## src/rtl/keypad_scanner.sv

```systemverilog
// Matrix keypad scanner: row drive, column sync/debounce,
// single-key events on a 1-deep valid/ready buffer with auto-repeat.
module keypad_scanner #(
    parameter int ROWS      = 4,
    parameter int COLS      = 4,
    parameter int SCAN_DIV  = 1000000,
    parameter int DB_CYCLES = 524288,
    parameter int REP_DELAY = 0,
    parameter int REP_RATE  = 5000000
) (
    input  logic                            clk,
    input  logic                            rst_n,
    output logic [ROWS-1:0]                 row_n,
    input  logic [COLS-1:0]                 col_n,
    output logic [$clog2(ROWS*COLS)-1:0]    key_code,
    output logic                            key_valid,
    input  logic                            key_ready,
    output logic                            key_held,
    output logic                            key_multi,
    output logic                            key_drop
);

    localparam int KEY_W = $clog2(ROWS*COLS);
    localparam int RW    = $clog2(ROWS);
    localparam int M0    = (SCAN_DIV > DB_CYCLES) ? SCAN_DIV : DB_CYCLES;
    localparam int M1    = (M0 > REP_DELAY) ? M0 : REP_DELAY;
    localparam int CMAX  = (M1 > REP_RATE) ? M1 : REP_RATE;
    localparam int CW    = $clog2(CMAX + 1);
    localparam int SD1   = SCAN_DIV - 1;
    localparam int DB1   = DB_CYCLES - 1;
    localparam int RD1   = (REP_DELAY > 0) ? REP_DELAY - 1 : 0;
    localparam int RR1   = (REP_RATE > 0) ? REP_RATE - 1 : 0;

    localparam logic [1:0] SCAN     = 2'd0;
    localparam logic [1:0] DEBOUNCE = 2'd1;
    localparam logic [1:0] PRESSED  = 2'd2;
    localparam logic [1:0] RELEASE  = 2'd3;

    logic [1:0]      state, state_d;
    logic [RW-1:0]   r, r_d, r_next;
    logic [CW-1:0]   cnt, cnt_d;
    logic [CW-1:0]   rcnt, rcnt_d;
    logic            rfirst, rfirst_d;
    logic [COLS-1:0] pat, pat_d;
    logic [COLS-1:0] s1, cols;
    logic            gen, multi;
    logic [KEY_W-1:0] code;
    int              cidx;

    assign row_n  = ~({{(ROWS-1){1'b0}}, 1'b1} << r);
    assign r_next = (r == RW'(ROWS-1)) ? '0 : r + 1'b1;

    // Key index from the frozen row and the latched one-hot column pattern
    always_comb begin
        cidx = 0;
        for (int i = 0; i < COLS; i++)
            if (pat[i]) cidx = i;
        code = KEY_W'(int'(r) * COLS + cidx);
    end

    // Scan / debounce / hold / release sequencing
    always_comb begin
        state_d  = state;
        r_d      = r;
        cnt_d    = cnt;
        pat_d    = pat;
        rcnt_d   = rcnt;
        rfirst_d = rfirst;
        gen      = 1'b0;
        multi    = 1'b0;
        unique case (state)
            SCAN: begin
                if (cols != '0) begin
                    state_d = DEBOUNCE;
                    cnt_d   = '0;
                    pat_d   = cols;
                end else if (cnt == CW'(SD1)) begin
                    cnt_d = '0;
                    r_d   = r_next;
                end else begin
                    cnt_d = cnt + 1'b1;
                end
            end
            DEBOUNCE: begin
                if (cols == '0) begin
                    state_d = SCAN;
                    cnt_d   = '0;
                end else if (cols != pat) begin
                    pat_d = cols;
                    cnt_d = '0;
                end else if (cnt == CW'(DB1)) begin
                    cnt_d = '0;
                    if ($onehot(pat)) begin
                        state_d  = PRESSED;
                        gen      = 1'b1;
                        rcnt_d   = '0;
                        rfirst_d = 1'b1;
                    end else begin
                        state_d = RELEASE;
                        multi   = 1'b1;
                    end
                end else begin
                    cnt_d = cnt + 1'b1;
                end
            end
            PRESSED: begin
                if (cols != pat) begin
                    state_d = RELEASE;
                    cnt_d   = '0;
                end else if (REP_DELAY != 0) begin
                    if (rcnt == CW'(rfirst ? RD1 : RR1)) begin
                        gen      = 1'b1;
                        rcnt_d   = '0;
                        rfirst_d = 1'b0;
                    end else begin
                        rcnt_d = rcnt + 1'b1;
                    end
                end
            end
            RELEASE: begin
                if (cols != '0) begin
                    cnt_d = '0;
                end else if (cnt == CW'(DB1)) begin
                    state_d = SCAN;
                    cnt_d   = '0;
                    r_d     = r_next;
                end else begin
                    cnt_d = cnt + 1'b1;
                end
            end
            default: state_d = SCAN;
        endcase
    end

    // Two-flop synchroniser for the asynchronous column inputs
    always_ff @(posedge clk) begin
        if (!rst_n) begin
            s1   <= '0;
            cols <= '0;
        end else begin
            s1   <= ~col_n;
            cols <= s1;
        end
    end

    // FSM state, row index and counters
    always_ff @(posedge clk) begin
        if (!rst_n) begin
            state  <= SCAN;
            r      <= '0;
            cnt    <= '0;
            rcnt   <= '0;
            rfirst <= 1'b0;
            pat    <= '0;
        end else begin
            state  <= state_d;
            r      <= r_d;
            cnt    <= cnt_d;
            rcnt   <= rcnt_d;
            rfirst <= rfirst_d;
            pat    <= pat_d;
        end
    end

    // Event buffer, drop/multi pulses and held flag
    always_ff @(posedge clk) begin
        if (!rst_n) begin
            key_code  <= '0;
            key_valid <= 1'b0;
            key_held  <= 1'b0;
            key_multi <= 1'b0;
            key_drop  <= 1'b0;
        end else begin
            key_multi <= multi;
            key_drop  <= 1'b0;
            key_held  <= (state_d == PRESSED);
            if (gen) begin
                if (!key_valid || key_ready) begin
                    key_valid <= 1'b1;
                    key_code  <= code;
                end else begin
                    key_drop <= 1'b1;
                end
            end else if (key_valid && key_ready) begin
                key_valid <= 1'b0;
            end
        end
    end

endmodule

```

## config.mk

```make
export PLATFORM = sky130hd
export DESIGN_NAME = keypad_scanner
export DESIGN_NICKNAME = d
export VERILOG_FILES = /design/src/rtl/keypad_scanner.sv
export SDC_FILE = /design/constraint.sdc
export NUM_CORES = 1
export LEC_CHECK = 0
export ABC_CLOCK_PERIOD_IN_PS = 6200
export CAP_MARGIN = 5
export CORE_ASPECT_RATIO = 0.7
export CORE_MARGIN = 2
export CORE_UTILIZATION = 65
export DETAILED_ROUTE_END_ITERATION = 10
export DONT_BUFFER_PORTS = 1
export PLACE_DENSITY = 0.78
export SLEW_MARGIN = 20
export SYNTH_ARGS = -nofsm -noshare
export SYNTH_HDL_FRONTEND = slang
export SYNTH_SLANG_ARGS = --single-unit
```

## constraint.sdc

```tcl
create_clock -name clk -period 6.2 [get_ports clk]
set_clock_uncertainty 0.05 [all_clocks]
set_input_delay 0.31 -clock clk [delete_from_list [all_inputs] [get_ports clk]]
set_output_delay 0.31 -clock clk [all_outputs]
set_load 0.01 [all_outputs]
```

==> Flow_metrics.wiki, run 1 <==
{| class="wikitable"
! Metric !! Value
|-
| Result of the run || finished clean
|-
| Antenna Diode Count || 0
|-
| Worst-path clk slew || 0.08 ns
|-
| Pin count of the biggest net entering global routing || 34
|-
| CTS Root Buffer Type || sky130_fd_sc_hd__clkbuf_8
|-
| Total Power || 0.571 mW
|-
| Data arrival time of the critical path || 2.88 ns
|-
| Total I/O pin count || 19
|-
| Average vias per placed instance || 5.90
|-
| Synth-to-Final Area Change || 4.17%
|-
| Met3 wire length || 235 um
|-
| Class of the worst hold path || input pin to flop
|-
| Number of buffers added by the clock tree synthesis step || 5
|-
| Final worst path period share || 45.0%
|-
| Commonest non-fill, non-tap cell in the layout || sky130_fd_sc_hd__dfxtp_1
|-
| Family with the most delay on the worst path || simple AND/OR/NAND/NOR gates
|-
| Tot GR Track Use || 25.1%
|-
| Count of buffering cells on the critical path with inverters included || 0
|-
| Tightest slew margin relative to the limit || 31.4%
|-
| Drt pass-1 iters || 4
|-
| Vias || 1769
|-
| Delay of the slowest critical-path stage || 0.88 ns
|-
| Post-route antenna net violation count || 0
|-
| Effective utilization at floorplan || 67.0%
|-
| Minimum clock period || 2.79 ns
|-
| Clock tree from TritonCTS || yes
|-
| Number of placed instances with taps included || 293
|-
| Highest routing layer actually used || met4
|-
| Hold violation total from the final report || 0
|-
| Die boundary width || 75.7 um
|-
| Number of gates resized after cts || 0
|-
| Cells taking the most area after synthesis || sky130_fd_sc_hd__dfxtp_1 (40%), sky130_fd_sc_hd__xnor2_1 (6.4%), sky130_fd_sc_hd__nor3_1 (5.1%)
|-
| Leftover overflow at the end of global routing || 0
|-
| Number of buffer cells added on primary ports || 0
|-
| Vias in the first global route || 1534
|-
| Initial antenna violation count || 0
|-
| Max clock buf depth || 2
|-
| Post-detailed-placement half-perimeter wirelength || 3180 um
|-
| Die area || 4100 um2
|-
| Floorplan Core Area || 3490 um2
|-
| Number of post-CTS setup repair buffers || 0
|-
| Max-Cap Viols || 0
|-
| Total length of routed met2 wires || 1850 um
|-
| Layout cell share with drive strength beyond 1 || 5.60%
|-
| Setup tns final || 0 ns
|-
| Area of the mapped netlist || 2340 um2
|-
| Met1 Wirelength || 2360 um
|-
| Total Wirelength || 4510 um
|-
| Number of setup violations in the final report || 0
|-
| Critical Path Source Type || flop
|-
| Number of max-slew violations in the final report || 0
|-
| Critical path's slowest cell || sky130_fd_sc_hd__a311oi_4
|-
| Synthesized net count || 272
|-
| Number of enable-type register cells in the synthesized netlist || 0
|-
| Number of hold buffers added after cts || 0
|-
| Post-synthesis cell type count || 44
|-
| Biggest fanout along the worst timing path || 23
|-
| Power density over the cells || 235 nW/um2
|-
| Highest-count cells in the layout ignoring fill and taps || sky130_fd_sc_hd__dfxtp_1 (47), sky130_fd_sc_hd__nor3_1 (24), sky130_fd_sc_hd__nand2_1 (18)
|-
| Clk sink count || 47
|-
| Number of cells in the finished layout apart from fillers || 300
|-
| PnR worst setup slack || 3.41 ns
|-
| Top flip-flop cell by instance count after synthesis || sky130_fd_sc_hd__dfxtp_1
|-
| Avg Cell Area, Syn || 9.10 um2
|-
| Worst slack at placement || 3.40 ns
|-
| Placer's final routability congestion estimate || 0.807
|-
| Crit. End Element || flop
|-
| Num rows || 18
|-
| Global-route wire length before repair || 7470 um
|-
| Number of warning messages in the yosys log || 0
|-
| Unrepaired setup endpoints after global routing || no
|-
| Share of synthesized registers carrying an async set or reset || 0%
|-
| Nets@finish || 265
|-
| Average detailed-routed wire length per instance || 15.0 um
|-
| Maximum clock rate || 359 MHz
|-
| Later-pin clock latency in the skew report || 0.30 ns
|-
| Max VDD drop || 0.000170 V
|-
| Y dimension of the die || 54.2 um
|-
| Proportion of synthesized chip area in sequential cells || 40.2%
|-
| Number of flip-flops and latches in the synthesized netlist || 47
|-
| Required @ worst endpoint || 6.29 ns
|-
| Number of H-tree levels || 2
|-
| Actual transition at the worst max-transition pin || 1.03 ns
|-
| Cell-by-cell listing of the critical path || nand4_2 > or4_4 > or3_4 > a311oi_4 > nor3_1
|-
| Detailed router's first-iteration violation count || 106
|-
| Synthesized instance count || 257
|-
| Critical path start-end classification || flop to flop
|-
| Cell type with the highest aggregate area in the netlist || sky130_fd_sc_hd__dfxtp_1
|-
| Leakage || 0.813 nW
|-
| Top cell type's share of synthesized area || 40.2%
|-
| DRC Markers || 0
|}
[synthesized netlist by cell type, types with 2 or more instances]
cell type                   instances
sky130_fd_sc_hd__nor4b_1            4
sky130_fd_sc_hd__and3_1             2
sky130_fd_sc_hd__nand3_1            7
sky130_fd_sc_hd__dfxtp_1           47
sky130_fd_sc_hd__nor2_1            16
sky130_fd_sc_hd__nor2b_1            2
sky130_fd_sc_hd__nand4_1            7
sky130_fd_sc_hd__buf_6              2
sky130_fd_sc_hd__a2111oi_0          2
sky130_fd_sc_hd__inv_1             14
sky130_fd_sc_hd__clkbuf_1          11
sky130_fd_sc_hd__xor2_1             8
sky130_fd_sc_hd__nand2_1           18
sky130_fd_sc_hd__o2111ai_1          4
sky130_fd_sc_hd__ha_1               7
sky130_fd_sc_hd__nor3_1            24
sky130_fd_sc_hd__and2_1             7
sky130_fd_sc_hd__mux2i_1           11
sky130_fd_sc_hd__and4_1             4
sky130_fd_sc_hd__o21ai_0            5
sky130_fd_sc_hd__xnor2_1           17
sky130_fd_sc_hd__or4_4              2
sky130_fd_sc_hd__a211oi_1           7
sky130_fd_sc_hd__nor4_1             2
sky130_fd_sc_hd__or3_1              2
sky130_fd_sc_hd__a21oi_1            6
sky130_fd_sc_hd__o211ai_1           2
[state kept, by name, summed over array words and instances, names as in the netlist]
register	count
cnt	23
cols	4
key_code	4
key_drop	1
key_held	1
key_multi	1
key_valid	1
pat	4
r	2
s1	4
state	2
[power breakdown]
group,total (mW),switching [mW],internal [mW]
Clock,0.214,0.0954,0.118
Combinational,0.0458,0.0327,0.0131
Sequential,0.312,0.00522,0.307
Total,0.571,0.133,0.438
[per-layer routing]
layer | track usage [%] | vias to the layer above
li1 | - | 903
met3 | 6.37 | 8
met2 | 35.4 | 47
met5 | 0 | -
met1 | 36.9 | 811
met4 | 8.77 | 0
[final cells by class]
| cell class | count | area [um2] |
|---|---|---|
| Fill cell | 292 | 1050 |
| Sequential cell | 47 | 941 |
| Inverter | 14 | 52.6 |
| Multi-Input combinational cell | 182 | 1280 |
| Clock buffer | 6 | 72.6 |
| Clock inverter | 1 | 30.0 |
| Tap cell | 50 | 62.6 |
[stage by stage]
step                utilization (%)  cell area (um2)  hold slack (ns)
floorplan                         -             2340            0.327
global placement               66.8             2330            0.328
detailed placement             66.8             2330            0.330
CTS                            69.8             2440          0.00582
global route                   69.8             2440          0.00553
finish                         69.8             2440          0.00857
[cells by family after synthesis]
family	after synthesis	synth area share [%]
and+or+nand+nor	104	25.0
DFF	47	40.2
AOI/OAI and AO/OA	34	11.0
buffers and inverters	28	5.14
xor gates and xnor gates	25	9.36
muxes	11	4.71
adders and majority gates	8	4.60
[path summary, 6_finish.rpt]
check           start      end  slack [ns]  cells after the start
min          col_n[3]    s1[3]       0.009                      1
min reg2reg     s1[0]  cols[0]        0.39                      1
max            cnt[6]  cnt[21]        3.41                      5
max reg2reg    cnt[6]  cnt[21]        3.41                      5
Note: power is estimated with default switching activity, not from simulation.
==> inputs of run 2 (changes only) <==
--- a/config.mk
+++ b/config.mk
@@ -5,14 +5,14 @@
 export SDC_FILE = /design/constraint.sdc
 export NUM_CORES = 1
 export LEC_CHECK = 0
-export ABC_CLOCK_PERIOD_IN_PS = 6200
+export ABC_CLOCK_PERIOD_IN_PS = 2500
 export CAP_MARGIN = 5
 export CORE_ASPECT_RATIO = 0.7
 export CORE_MARGIN = 2
-export CORE_UTILIZATION = 65
+export CORE_UTILIZATION = 56
 export DETAILED_ROUTE_END_ITERATION = 10
 export DONT_BUFFER_PORTS = 1
-export PLACE_DENSITY = 0.78
+export PLACE_DENSITY = 0.71
 export SLEW_MARGIN = 20
 export SYNTH_ARGS = -nofsm -noshare
 export SYNTH_HDL_FRONTEND = slang
==> constraint.sdc (replaced) <==
create_clock -name clk -period 2.5 [get_ports clk]
set_clock_uncertainty 0.05 [all_clocks]
set_input_delay 0.125 -clock clk [delete_from_list [all_inputs] [get_ports clk]]
set_output_delay 0.125 -clock clk [all_outputs]
set_load 0.01 [all_outputs]
==> Flow_metrics.wiki, run 2 (synthesis results as in run 1) <==
{| class="wikitable"
! Metric !! Value
|-
| Tightest slew margin relative to the limit || 45.5%
|-
| Max VDD drop || 0.000477 V
|-
| Post-route antenna net violation count || 0
|-
| Global-route wire length before repair || 8340 um
|-
| Die area || 4720 um2
|-
| Detailed router's first-iteration violation count || 170
|-
| Num rows || 19
|-
| Average detailed-routed wire length per instance || 15.6 um
|-
| CTS Root Buffer Type || sky130_fd_sc_hd__clkbuf_8
|-
| Flip-flop count of the largest register after layout || 23
|-
| Class of the worst hold path || input pin to flop
|-
| Critical path start-end classification || flop to flop
|-
| Clk sink count || 47
|-
| Total Wirelength || 5200 um
|-
| Result of the run || finished clean
|-
| Maximum clock rate || 410 MHz
|-
| Core Util, Final || 69.6%
|-
| Number of H-tree levels || 2
|-
| DRC Markers || 0
|-
| Required @ worst endpoint || 2.68 ns
|-
| Later-pin clock latency in the skew report || 0.30 ns
|-
| Leftover overflow at the end of global routing || 0
|-
| Crit. End Element || flop
|-
| Worst reg-to-reg path cell count || 11
|-
| Clock tree from TritonCTS || yes
|-
| Final worst path period share || 97.6%
|-
| Synth-to-Final Area Change || 18.1%
|-
| Slack of the worst reg-to-reg path || 0.06 ns
|-
| Placer's final routability congestion estimate || 0.822
|-
| Highest-count cells in the layout ignoring fill and taps || sky130_fd_sc_hd__dfxtp_1 (45), sky130_fd_sc_hd__nor3_1 (24), sky130_fd_sc_hd__nand2_1 (18), sky130_fd_sc_hd__buf_4 (18), sky130_fd_sc_hd__xnor2_1 (17)
|-
| Unrepaired setup endpoints after global routing || yes
|-
| Leakage || 0.975 nW
|-
| Number of buffer cells added on primary ports || 0
|-
| Actual transition at the worst max-transition pin || 0.817 ns
|-
| Vias in the first global route || 1716
|-
| Max clock buf depth || 2
|-
| Effective utilization at floorplan || 58.9%
|-
| Y dimension of the die || 58.1 um
|-
| Number of buffers added by the clock tree synthesis step || 5
|-
| Minimum clock period || 2.44 ns
|-
| Layout cell share with drive strength beyond 1 || 16.7%
|-
| Total I/O pin count || 19
|-
| Critical Path Source Type || flop
|-
| Vias || 1921
|-
| Nets@finish || 296
|-
| Hold slack || 0.0646 ns
|-
| Biggest fanout along the worst timing path || 3
|-
| Number of max-slew violations in the final report || 0
|-
| Hold violation total from the final report || 0
|-
| Max-Cap Viols || 0
|-
| Pin count of the biggest net entering global routing || 27
|-
| Critical register-to-register path endpoint || key_code[1]
|-
| Initial antenna violation count || 0
|-
| Post-detailed-placement half-perimeter wirelength || 3380 um
|-
| Setup tns final || 0 ns
|-
| Antenna Diode Count || 0
|-
| Die boundary width || 81.2 um
|-
| Critical R2R Launch || pat[0]
|-
| Floorplan Core Area || 3970 um2
|-
| Tot GR Track Use || 23.5%
|-
| Worst Hold End || key_drop
|-
| Drt pass-1 iters || 4
|-
| Average vias per placed instance || 5.75
|-
| Commonest non-fill, non-tap cell in the layout || sky130_fd_sc_hd__dfxtp_1
|-
| Number of setup violations in the final report || 0
|-
| Data arrival time of the critical path || 2.62 ns
|-
| Power density over the cells || 517 nW/um2
|-
| Worst-path clk slew || 0.10 ns
|-
| Number of cells on the worst hold path || 2
|-
| Start point of the worst min-delay path || key_ready
|-
| Largest Register || cnt
|}
run 2: cell type report:
cell class | instances | area (um2)
Multi-Input combinational cell | 182 | 1330
Fill cell | 311 | 1210
Sequential cell | 47 | 943
Timing Repair Buffer | 31 | 277
Clock buffer | 5 | 68.8
Tap cell | 52 | 65.1
Inverter | 14 | 52.6
Clock inverter | 3 | 26.3
run 2: per-layer routing:
| metal | vias to the layer above | global-route usage, % | wire length, um |
|---|---|---|---|
| li1 | 964 | - | - |
| met4 | 0 | 5.57 | 76 |
| met1 | 863 | 34.8 | 2480 |
| met2 | 84 | 35.1 | 2220 |
| met5 | - | 0 | 0 |
| met3 | 10 | 4.98 | 417 |
run 2: critical path, cell delays in order, from the launching register on:
cell and delay, ns:
sky130_fd_sc_hd__dfxtp_2 0.34, sky130_fd_sc_hd__inv_2 0.04, sky130_fd_sc_hd__fa_1 0.54, sky130_fd_sc_hd__inv_2 0.05, sky130_fd_sc_hd__ha_4 0.15, sky130_fd_sc_hd__ha_4 0.23, sky130_fd_sc_hd__nor2_2 0.07, sky130_fd_sc_hd__nand2_1 0.07
sky130_fd_sc_hd__or3_4 0.35, sky130_fd_sc_hd__nor3_4 0.14, sky130_fd_sc_hd__buf_6 0.14, sky130_fd_sc_hd__mux2i_1 0.20
run 2: worst max-delay path by stage:
stage | start | endpoint | slack (ns) | cells past startpoint
6_report | pat[0] | key_code[1] | 0.06 | 11
4_1_cts | pat[0] | key_code[0] | -0.04 | 11
2_1_floorplan | pat[0] | key_code[0] | 0.06 | 10
5_1_grt | pat[0] | key_held | -0.05 | 11
3_5_place_dp | pat[0] | key_code[0] | -0.06 | 10
3_3_place_gp | pat[0] | key_code[1] | 0.06 | 10
run 2: timing repair:
item	4_1_cts	5_1_grt
setup endpoints to repair	4	7
hold endpoints to repair	18	1
pin swaps	5	4
setup buffers	3	0
gates resized for setup	7	6
cloned	0	0
hold buffers	11	1
run 2: per-stage QoR:
stage | power (mW) | area [um2] | cells | worst slack (ns)
2_1_floorplan | 0.897 | 2340 | 257 | 0.0577
3_3_place_gp | 0.932 | 2480 | 312 | 0.0552
3_5_place_dp | 0.934 | 2480 | 312 | -0.0580
4_1_cts | 1.43 | 2730 | 334 | -0.0428
5_1_grt | 1.49 | 2760 | 334 | -0.0467
6_report | 1.43 | 2760 | 334 | 0.0599
run 2: power by group:
part | total, mW | switching, mW | internal (mW)
logic | 0.171 | 0.103 | 0.0683
registers | 0.774 | 0.0121 | 0.762
clock network | 0.482 | 0.276 | 0.206
